==> config.mk <==
export PLATFORM = sky130hd
export DESIGN_NAME = chunked_add_sub_flat
export DESIGN_NICKNAME = d
export VERILOG_FILES = /design/src/rtl/chunked_add_sub_if.sv /design/src/rtl/chunked_add_sub.sv /design/src/flat_wrapper.sv
export SDC_FILE = /design/constraint.sdc
export NUM_CORES = 1
export LEC_CHECK = 0
export CAP_MARGIN = 20
export CORE_MARGIN = 5
export CORE_UTILIZATION = 40
export CTS_BUF_LIST = sky130_fd_sc_hd__clkbuf_4 sky130_fd_sc_hd__clkbuf_8 sky130_fd_sc_hd__clkbuf_16
export DETAILED_ROUTE_END_ITERATION = 8
export PLACE_DENSITY = 0.65
export RECOVER_POWER = 50
export SETUP_SLACK_MARGIN = 0.02
export SLEW_MARGIN = 15
export SYNTH_ARGS = -nofsm -noshare
export SYNTH_HDL_FRONTEND = slang
export SYNTH_SLANG_ARGS = --single-unit
==> constraint.sdc <==
create_clock -name clock -period 2 [get_ports clock]
set_input_delay 0.5 -clock clock [delete_from_list [all_inputs] [get_ports clock]]
set_output_delay 0.5 -clock clock [all_outputs]
set_load 0.01 [all_outputs]
==> src/rtl/chunked_add_sub_if.sv <==
// rtl/chunked_add_sub_if.sv - request/result handshake bundle for the chunked add/sub unit
interface chunked_add_sub_if #(
  parameter int WIDTH = 16
);
  logic             in_valid;
  logic             in_ready;
  logic [1:0]       op;
  logic [WIDTH-1:0] a;
  logic [WIDTH-1:0] b;
  logic             cin;
  logic             out_valid;
  logic             out_ready;
  logic [WIDTH-1:0] sum;
  logic             cout;
  logic             overflow;
  logic             zero;
  logic [WIDTH-1:0] acc;

  modport master (
    output in_valid, op, a, b, cin, out_ready,
    input  in_ready, out_valid, sum, cout, overflow, zero, acc
  );

  modport slave (
    input  in_valid, op, a, b, cin, out_ready,
    output in_ready, out_valid, sum, cout, overflow, zero, acc
  );
endinterface

==> src/rtl/chunked_add_sub.sv <==
// rtl/chunked_add_sub.sv - multi-cycle add/subtract/accumulate unit working CHUNK bits per clock
module chunked_add_sub #(
  parameter int WIDTH = 16,
  parameter int CHUNK = 4
) (
  input  logic             clock,
  input  logic             resetn,
  chunked_add_sub_if.slave bus
);
  localparam int NCHUNK = WIDTH / CHUNK;
  localparam int IDX_W  = (NCHUNK > 1) ? $clog2(NCHUNK) : 1;
  localparam logic [IDX_W-1:0] LAST_IDX = IDX_W'(NCHUNK - 1);

  localparam logic [1:0] OP_SUB = 2'b01;
  localparam logic [1:0] OP_ACC = 2'b10;
  localparam logic [1:0] OP_CLR = 2'b11;

  typedef enum logic [1:0] {S_IDLE, S_RUN, S_DONE} state_t;

  state_t           state;
  logic [WIDTH-1:0] op_a;
  logic [WIDTH-1:0] op_b;
  logic [WIDTH-1:0] sum_r;
  logic [WIDTH-1:0] acc_r;
  logic             carry;
  logic             is_acc;
  logic             cout_r;
  logic             ovf_r;
  logic             zero_r;
  logic [IDX_W-1:0] idx;

  logic [CHUNK:0]   chunk_res;
  logic             msb_carry_in;
  logic [WIDTH-1:0] next_sum;

  // Operands shift right one chunk per cycle, so the chunk being added is always the low one;
  // result chunks enter the sum from the top and land in place after NCHUNK shifts.
  always_comb begin
    chunk_res    = {1'b0, op_a[CHUNK-1:0]} + {1'b0, op_b[CHUNK-1:0]} + {{CHUNK{1'b0}}, carry};
    msb_carry_in = op_a[CHUNK-1] ^ op_b[CHUNK-1] ^ chunk_res[CHUNK-1];
    next_sum     = (sum_r >> CHUNK) | (WIDTH'(chunk_res[CHUNK-1:0]) << (WIDTH - CHUNK));
  end

  // Control FSM plus datapath registers; results and flags are held until the next completion
  always_ff @(posedge clock or negedge resetn) begin
    if (!resetn) begin
      state  <= S_IDLE;
      op_a   <= '0;
      op_b   <= '0;
      sum_r  <= '0;
      acc_r  <= '0;
      carry  <= 1'b0;
      is_acc <= 1'b0;
      cout_r <= 1'b0;
      ovf_r  <= 1'b0;
      zero_r <= 1'b0;
      idx    <= '0;
    end else begin
      case (state)
        S_IDLE: begin
          if (bus.in_valid) begin
            if (bus.op == OP_CLR) begin
              sum_r  <= '0;
              cout_r <= 1'b0;
              ovf_r  <= 1'b0;
              zero_r <= 1'b1;
              acc_r  <= '0;
              state  <= S_DONE;
            end else begin
              op_a   <= (bus.op == OP_ACC) ? acc_r : bus.a;
              op_b   <= (bus.op == OP_SUB) ? ~bus.b : bus.b;
              carry  <= (bus.op == OP_SUB) ? 1'b1 : bus.cin;
              is_acc <= (bus.op == OP_ACC);
              idx    <= '0;
              state  <= S_RUN;
            end
          end
        end
        S_RUN: begin
          op_a  <= op_a >> CHUNK;
          op_b  <= op_b >> CHUNK;
          sum_r <= next_sum;
          carry <= chunk_res[CHUNK];
          idx   <= idx + IDX_W'(1);
          if (idx == LAST_IDX) begin
            cout_r <= chunk_res[CHUNK];
            ovf_r  <= msb_carry_in ^ chunk_res[CHUNK];
            zero_r <= (next_sum == '0);
            if (is_acc) begin
              acc_r <= next_sum;
            end
            state <= S_DONE;
          end
        end
        S_DONE: begin
          if (bus.out_ready) begin
            state <= S_IDLE;
          end
        end
        default: state <= S_IDLE;
      endcase
    end
  end

  assign bus.in_ready  = (state == S_IDLE);
  assign bus.out_valid = (state == S_DONE);
  assign bus.sum       = sum_r;
  assign bus.cout      = cout_r;
  assign bus.overflow  = ovf_r;
  assign bus.zero      = zero_r;
  assign bus.acc       = acc_r;
endmodule

==> src/flat_wrapper.sv <==
// flat-port wrapper written by rule: the top's interface ports become plain ports
module chunked_add_sub_flat 
#(
  parameter int WIDTH = 16,
  parameter int CHUNK = 4
)
  (clock, resetn, bus_in_valid, bus_op, bus_a, bus_b, bus_cin, bus_out_ready, bus_in_ready, bus_out_valid, bus_sum, bus_cout, bus_overflow, bus_zero, bus_acc);
  chunked_add_sub_if #(.WIDTH(WIDTH)) bus_i ();
  input  logic clock;
  input  logic resetn;
  input wire logic [$bits(bus_i.in_valid)-1:0] bus_in_valid;
  input wire logic [$bits(bus_i.op)-1:0] bus_op;
  input wire logic [$bits(bus_i.a)-1:0] bus_a;
  input wire logic [$bits(bus_i.b)-1:0] bus_b;
  input wire logic [$bits(bus_i.cin)-1:0] bus_cin;
  input wire logic [$bits(bus_i.out_ready)-1:0] bus_out_ready;
  output wire logic [$bits(bus_i.in_ready)-1:0] bus_in_ready;
  output wire logic [$bits(bus_i.out_valid)-1:0] bus_out_valid;
  output wire logic [$bits(bus_i.sum)-1:0] bus_sum;
  output wire logic [$bits(bus_i.cout)-1:0] bus_cout;
  output wire logic [$bits(bus_i.overflow)-1:0] bus_overflow;
  output wire logic [$bits(bus_i.zero)-1:0] bus_zero;
  output wire logic [$bits(bus_i.acc)-1:0] bus_acc;
  assign bus_i.in_valid = bus_in_valid;
  assign bus_i.op = bus_op;
  assign bus_i.a = bus_a;
  assign bus_i.b = bus_b;
  assign bus_i.cin = bus_cin;
  assign bus_i.out_ready = bus_out_ready;
  assign bus_in_ready = bus_i.in_ready;
  assign bus_out_valid = bus_i.out_valid;
  assign bus_sum = bus_i.sum;
  assign bus_cout = bus_i.cout;
  assign bus_overflow = bus_i.overflow;
  assign bus_zero = bus_i.zero;
  assign bus_acc = bus_i.acc;
  chunked_add_sub #(.WIDTH(WIDTH), .CHUNK(CHUNK)) u_core (.clock(clock), .resetn(resetn), .bus(bus_i));
endmodule
==> run metrics, run 1 <==
status=complete, no violations; Final #Nets=between 400 and 500; CTS sink count=73; Post-Route WL=slightly above 9000 um; most common cell in the netlist=nand2_1; clock network power share=17.3%; flops & latches, synth=73; Max rail drop VDD=about 900 uV; 1st-iter DRT viols=about 120; CP max FO=3; WP data required=1.50 ns; fin. max-slew vios=0; Reg clk slew, reported paths=0.08 ns; Pwr Density=1710 nW/um^2; crit-path cells=nor2b_1, clkdlybuf4s50_1; largest net degree at the start of global routing=74; GRT overflow=0; ant diodes=0; Buffers & Inverters on Critical Path=1; Initial Utilization=41.2%; CP Depth=2; Final Skew=0.00884 ns; sequential fraction of the synthesis area=50.6%; final setup vio count=0; via count=2831; final setup TNS=0 ns; FFs w/ async S/R, synth=between 90% and 100%; RD Place Congestion=0.846; FP Rows=34; Pint=0.00500 W; H-tree depth=3; cell depth of the worst flop-to-flop path=5; worst setup margin=around 0.094 ns; EDFF count, synth=0; clock root cell=clkbuf_8; drt via density=around 5.1; Final Cycle Share=95.3%; Die H=105 um; Die Footprint=11000 sq um; IO Port Bufs=75; Util after Layout=between 50% and 60%; share of post-route cells with drive strength above 1=roughly an eighth; Layout area overhead=33.5%; critical path class=flop to output port; syn nets=398; core box area=between 8000 and 9000 sq um; CTS Buffer Depth=2; dominant cells by area after synthesis=dfrtp_1 51%, mux2i_1 8.3%, nand2_1 8.0%; leakage power total=2.19 nW; Reg power frac=32.2%; placed insts=533; critical path endpoint category=output port; Yosys Warn Count=0; Post-Synthesis Cell Area=around 3600 sq um; Tot GR Track Use=17.1%; fmax=around 520 MHz; Crit path max-delay family=buffers and inverters; mean area per synthesized cell=between 10 and 15 sq um; Unique masters post-synth=40; Die X=roughly 100 um; fillers=796; CTS Buf Count=9; class of the worst hold path=input pin to async pin; max-cap violation count=0; DR pass1 iterations=4; residual DRC count=0; Yosys top cell by area=dfrtp_1; Worst slew margin=33.8%; area of the multi-input gates=1620 sq um; RSZ-0062 raised after global routing=false; global-route wire length before repair=15300 um; WL per Instance=roughly 17 um; TritonCTS clock tree=yes; minimum clock period=1.91 ns; Worst-Skew Late Latency=approximately 0.34 ns; post-synthesis cell count=between 300 and 400; initial antenna violation count=0; Commonest cells post-synth=77 x nand2_1, 73 x dfrtp_1, 30 x mux2i_1, 18 x nor2_1, 16 x o21ai_1; Critical-path top delay cell=clkdlybuf4s50_1; CP peak stage delay=0.55 ns; ANT nets after route=0; Final Hold Viols=0; Placement Setup Slack=-0.112 ns; Final Non-Filler Cells=550; startpoint types=flop; sw frac=39.3%; combinational power share=50.4%; Net Sw Power=0.00324 W; Arr. time, crit path=1.41 ns; placed wire-length estimate=6590 um; hold_buf cts=0; register area=1830 sq um; worst slew pin tran=0.993 ns; post-synth top area share=50.6%; # IOs=between 70 and 80; vias in the first global route=about 3000; Main synth FF type=dfrtp_1; Power, Total=0.00825 W
routing by layer:
layer / routed length, um / GRT usage, %
met1: 4390 / 23.6
met5: 0 / 0
met4: 77 / 5.30
met3: 570 / 4.93
met2: 4120 / 26.3
what timing repair did:
action | CTS | global route
setup endpoints to repair | 3 | 4
buffers inserted | 0 | 1
resized for setup | 3 | 5
pin swaps | 0 | 3
placed cells by master (no fill, tap or decap), types with 11 or more instances in the layout:
master and count:
nand2_1 77, clkdlybuf4s50_1 72, dfrtp_1 72, mux2i_1 30, buf_4 18, nor2_1 17, o21ai_0 17, a21o_1 15
xnor2_1 14, o21ai_1 12, o31ai_1 11
through the flow:
step | hold slack (ns) | area [sq um]
4_1_cts | 0.196 | 4820
3_3_place_gp | 0.459 | 4570
3_5_place_dp | 0.465 | 4570
2_1_floorplan | 0.204 | 3610
6_report | 0.430 | 4810
5_1_grt | 0.506 | 4810
power groups by stage:
stage | clock network [W] | logic, W | registers [W]
floorplan | 0 | 0.00251 | 0.00264
global placement | 0 | 0.00414 | 0.00267
detailed placement | 0 | 0.00421 | 0.00267
CTS | 0.00146 | 0.00422 | 0.00266
global route | 0.00152 | 0.00464 | 0.00274
finish | 0.00143 | 0.00416 | 0.00266
cell families (layout without fill, tap and decap cells):
group / Yosys count / after routing / share of synthesized area [%]
adders and majority gates: 6 / 6 / 2.50
AOI/OAI and AO/OA: 85 / 85 / 16.4
DFF: 73 / 73 / 50.6
xor gates and xnor gates: 18 / 18 / 4.37
muxes: 31 / 31 / 8.64
and+or+nand+nor: 109 / 109 / 12.5
buffers and inverters: 31 / 120 / 4.96
sequential cells by signal, indices dropped and copies added, names as in the netlist, 2 cells and up:
signal,cells
u_core.op_b,16
u_core.bus.acc,16
u_core.idx,2
u_core.state,2
u_core.bus.sum,16
u_core.op_a,16
worst paths after layout:
check | to | slack [ns] | start
setup / recovery | bus_out_valid | 0.09 | u_core.state[0]
hold / removal | u_core.op_b[6] | 0.43 | resetn
setup reg to reg | u_core.bus.zero | 0.17 | u_core.op_b[2]
hold reg to reg | u_core.op_b[14] | 0.48 | u_core.op_b[14]
max in group asynchronous | u_core.state[1] | 0.88 | resetn
min in group clock | u_core.op_b[14] | 0.48 | u_core.op_b[14]
cell type report:
cell class                      count  area share, %
Clock buffer                       11           3.01
Clock inverter                      5           2.13
Inverter                            5          0.390
Multi-Input combinational cell    249           33.7
Sequential cell                    73           38.0
Tap cell                          108           2.81
Timing Repair Buffer               99           20.0
(Power assumes the default switching activity.)
==> run 2, diff against run 1 <==
- CTS_BUF_LIST: sky130_fd_sc_hd__clkbuf_4 sky130_fd_sc_hd__clkbuf_8 sky130_fd_sc_hd__clkbuf_16 -> sky130_fd_sc_hd__clkbuf_4
==> run 2 against run 1 <==
Register-to-register slack got worse by 0.02 ns; design area fell by 0.78%; global-route usage fell by 0.052 points; largest cell class unchanged; critical path depth fell by 1; final cell count rose by 0.55%; setup slack got worse by 0.024 ns; via count fell by 0.57%; routed wire length fell by 0.61%; highest routed layer unchanged.
==> run metrics, run 2 (same netlist as run 1, synthesis figures left out) <==
status=complete, no violations; commonest non-fill, non-tap cells in the layout=77 x nand2_1, 68 x clkdlybuf4s50_1, 68 x dfrtp_1; most common cell after layout, fill and taps aside=nand2_1; cell depth of the worst flop-to-flop path=5; fin. max-slew vios=0; H-tree depth=3; CTS Buf Count=9; Power, Total=0.00798 W; critical path endpoint category=output port; Worst slew margin=33.6%; WP data required=1.50 ns; Initial Utilization=41.2%; GRT overflow=0; RSZ-0062 raised after global routing=true; CTS sink count=73; hold_buf cts=0; IO Port Bufs=75; critical path class=flop to output port; minimum clock period=1.93 ns; ant diodes=0; class of the worst hold path=input pin to async pin; Min Hold Slack=~0.32 ns; RD Place Congestion=0.846; Crit path max-delay family=buffers and inverters; Final Non-Filler Cells=553; CP max FO=4; Pwr Density=1670 nW/um^2; Arr. time, crit path=1.43 ns; Buffers & Inverters on Critical Path=1; Die Footprint=11000 sq um; TritonCTS clock tree=yes; Net Sw Power=0.00321 W; Reg power frac=33.3%; clock network power share=between 10% and 20%; Post-Route WL=approximately 9100 um; CTS Buffer Depth=2; Final #Nets=485; combinational power share=52.0%; leakage power total=2.21 nW; placed wire-length estimate=6590 um; sw frac=40.2%; vias in the first global route=about 3000; 1st-iter DRT viols=110; FP Rows=34; DR pass1 iterations=4; ANT nets after route=0; Final Skew=roughly 0.011 ns; global-route wire length before repair=around 15000 um; WL per Instance=16.5 um; crit-path cells=clkdlybuf4s50_1; Layout area overhead=32.4%; via count=approximately 2800; drt via density=about 5; Final Cycle Share=a little over nine tenths; Util after Layout=54.5%; CP Depth=1; Final Hold Viols=0; # IOs=76; Max rail drop VDD=915 uV; Critical-path top delay cell=clkdlybuf4s50_1; Pint=0.00477 W; max-cap violation count=0; share of post-route cells with drive strength above 1=a little over an eighth; core box area=8760 sq um; Die X=105 um; placed insts=between 500 and 600; clock root cell=clkbuf_4; Die H=105 um; residual DRC count=0; Tot GR Track Use=17.1%; fmax=518 MHz; final setup vio count=0; Worst-Skew Late Latency=0.41 ns; startpoint types=flop; Reg clk slew, reported paths=roughly 0.12 ns; largest net degree at the start of global routing=74; worst slew pin tran=0.996 ns; CP peak stage delay=approximately 0.58 ns; initial antenna violation count=0
==> run 2: what timing repair did <==
action	4_1_cts	5_1_grt
buffers inserted	0	4
resized for setup	5	11
pin swaps	0	3
setup endpoints to repair	4	12
==> run 2: final timing paths <==
kind	startpoint	to	slack [ns]
hold reg to reg	u_core.op_b[14]	u_core.op_b[14]	0.49
setup reg to reg	u_core.op_a[2]	u_core.bus.zero	0.15
hold / removal	resetn	u_core.idx[1]	0.32
max in group asynchronous	resetn	u_core.bus.sum[12]	0.94
setup / recovery	u_core.bus.sum[4]	bus_sum[4]	0.07
min in group clock	u_core.op_b[14]	u_core.op_b[14]	0.49
==> run 2: routing by layer <==
metal  up-vias  wire, um  GRT usage [%]
met4         0       131           5.11
li1       1384         -              -
met2        85      4110           26.3
met1      1337      4260           23.2
met3         9       607           5.30
met5         -         0              0
==> run 2: final cells by class <==
type                       instances  area [sq um]
clock buffer                      10          75.1
tap                              108           135
multi-input combinational        249          1620
timing repair buffer             102           986
sequential                        73          1830
inverter                           5          18.8
clock inverter                     6           106
fill                             784          3990
==> run 2: power by group through the flow <==
stage          Clock, W  Sequential, W  Combinational, W
3_5_place_dp          0        0.00267           0.00421
5_1_grt         0.00126        0.00274           0.00464
4_1_cts         0.00119        0.00266           0.00421
3_3_place_gp          0        0.00267           0.00414
2_1_floorplan         0        0.00264           0.00251
6_report        0.00117        0.00266           0.00415
==> run 2: worst register-to-register path, delay by kind of cell, from the launching register on <==
kind                     cells  cell delay (ns)
AO/OA/AOI/OAI                3             0.66
flip-flops                   1             0.41
multiplexers                 1             0.39
adder cells (fa/ha/maj)      1             0.34
==> run 2: through the flow <==
stage | setup TNS (ns) | area (sq um) | setup slack (ns)
floorplan | 0 | 3610 | 0.186
global placement | -0.313 | 4570 | -0.0443
detailed placement | -0.827 | 4570 | -0.112
CTS | 0 | 4750 | 0.0211
global route | 0 | 4780 | 0.0157
finish | 0 | 4780 | 0.0699
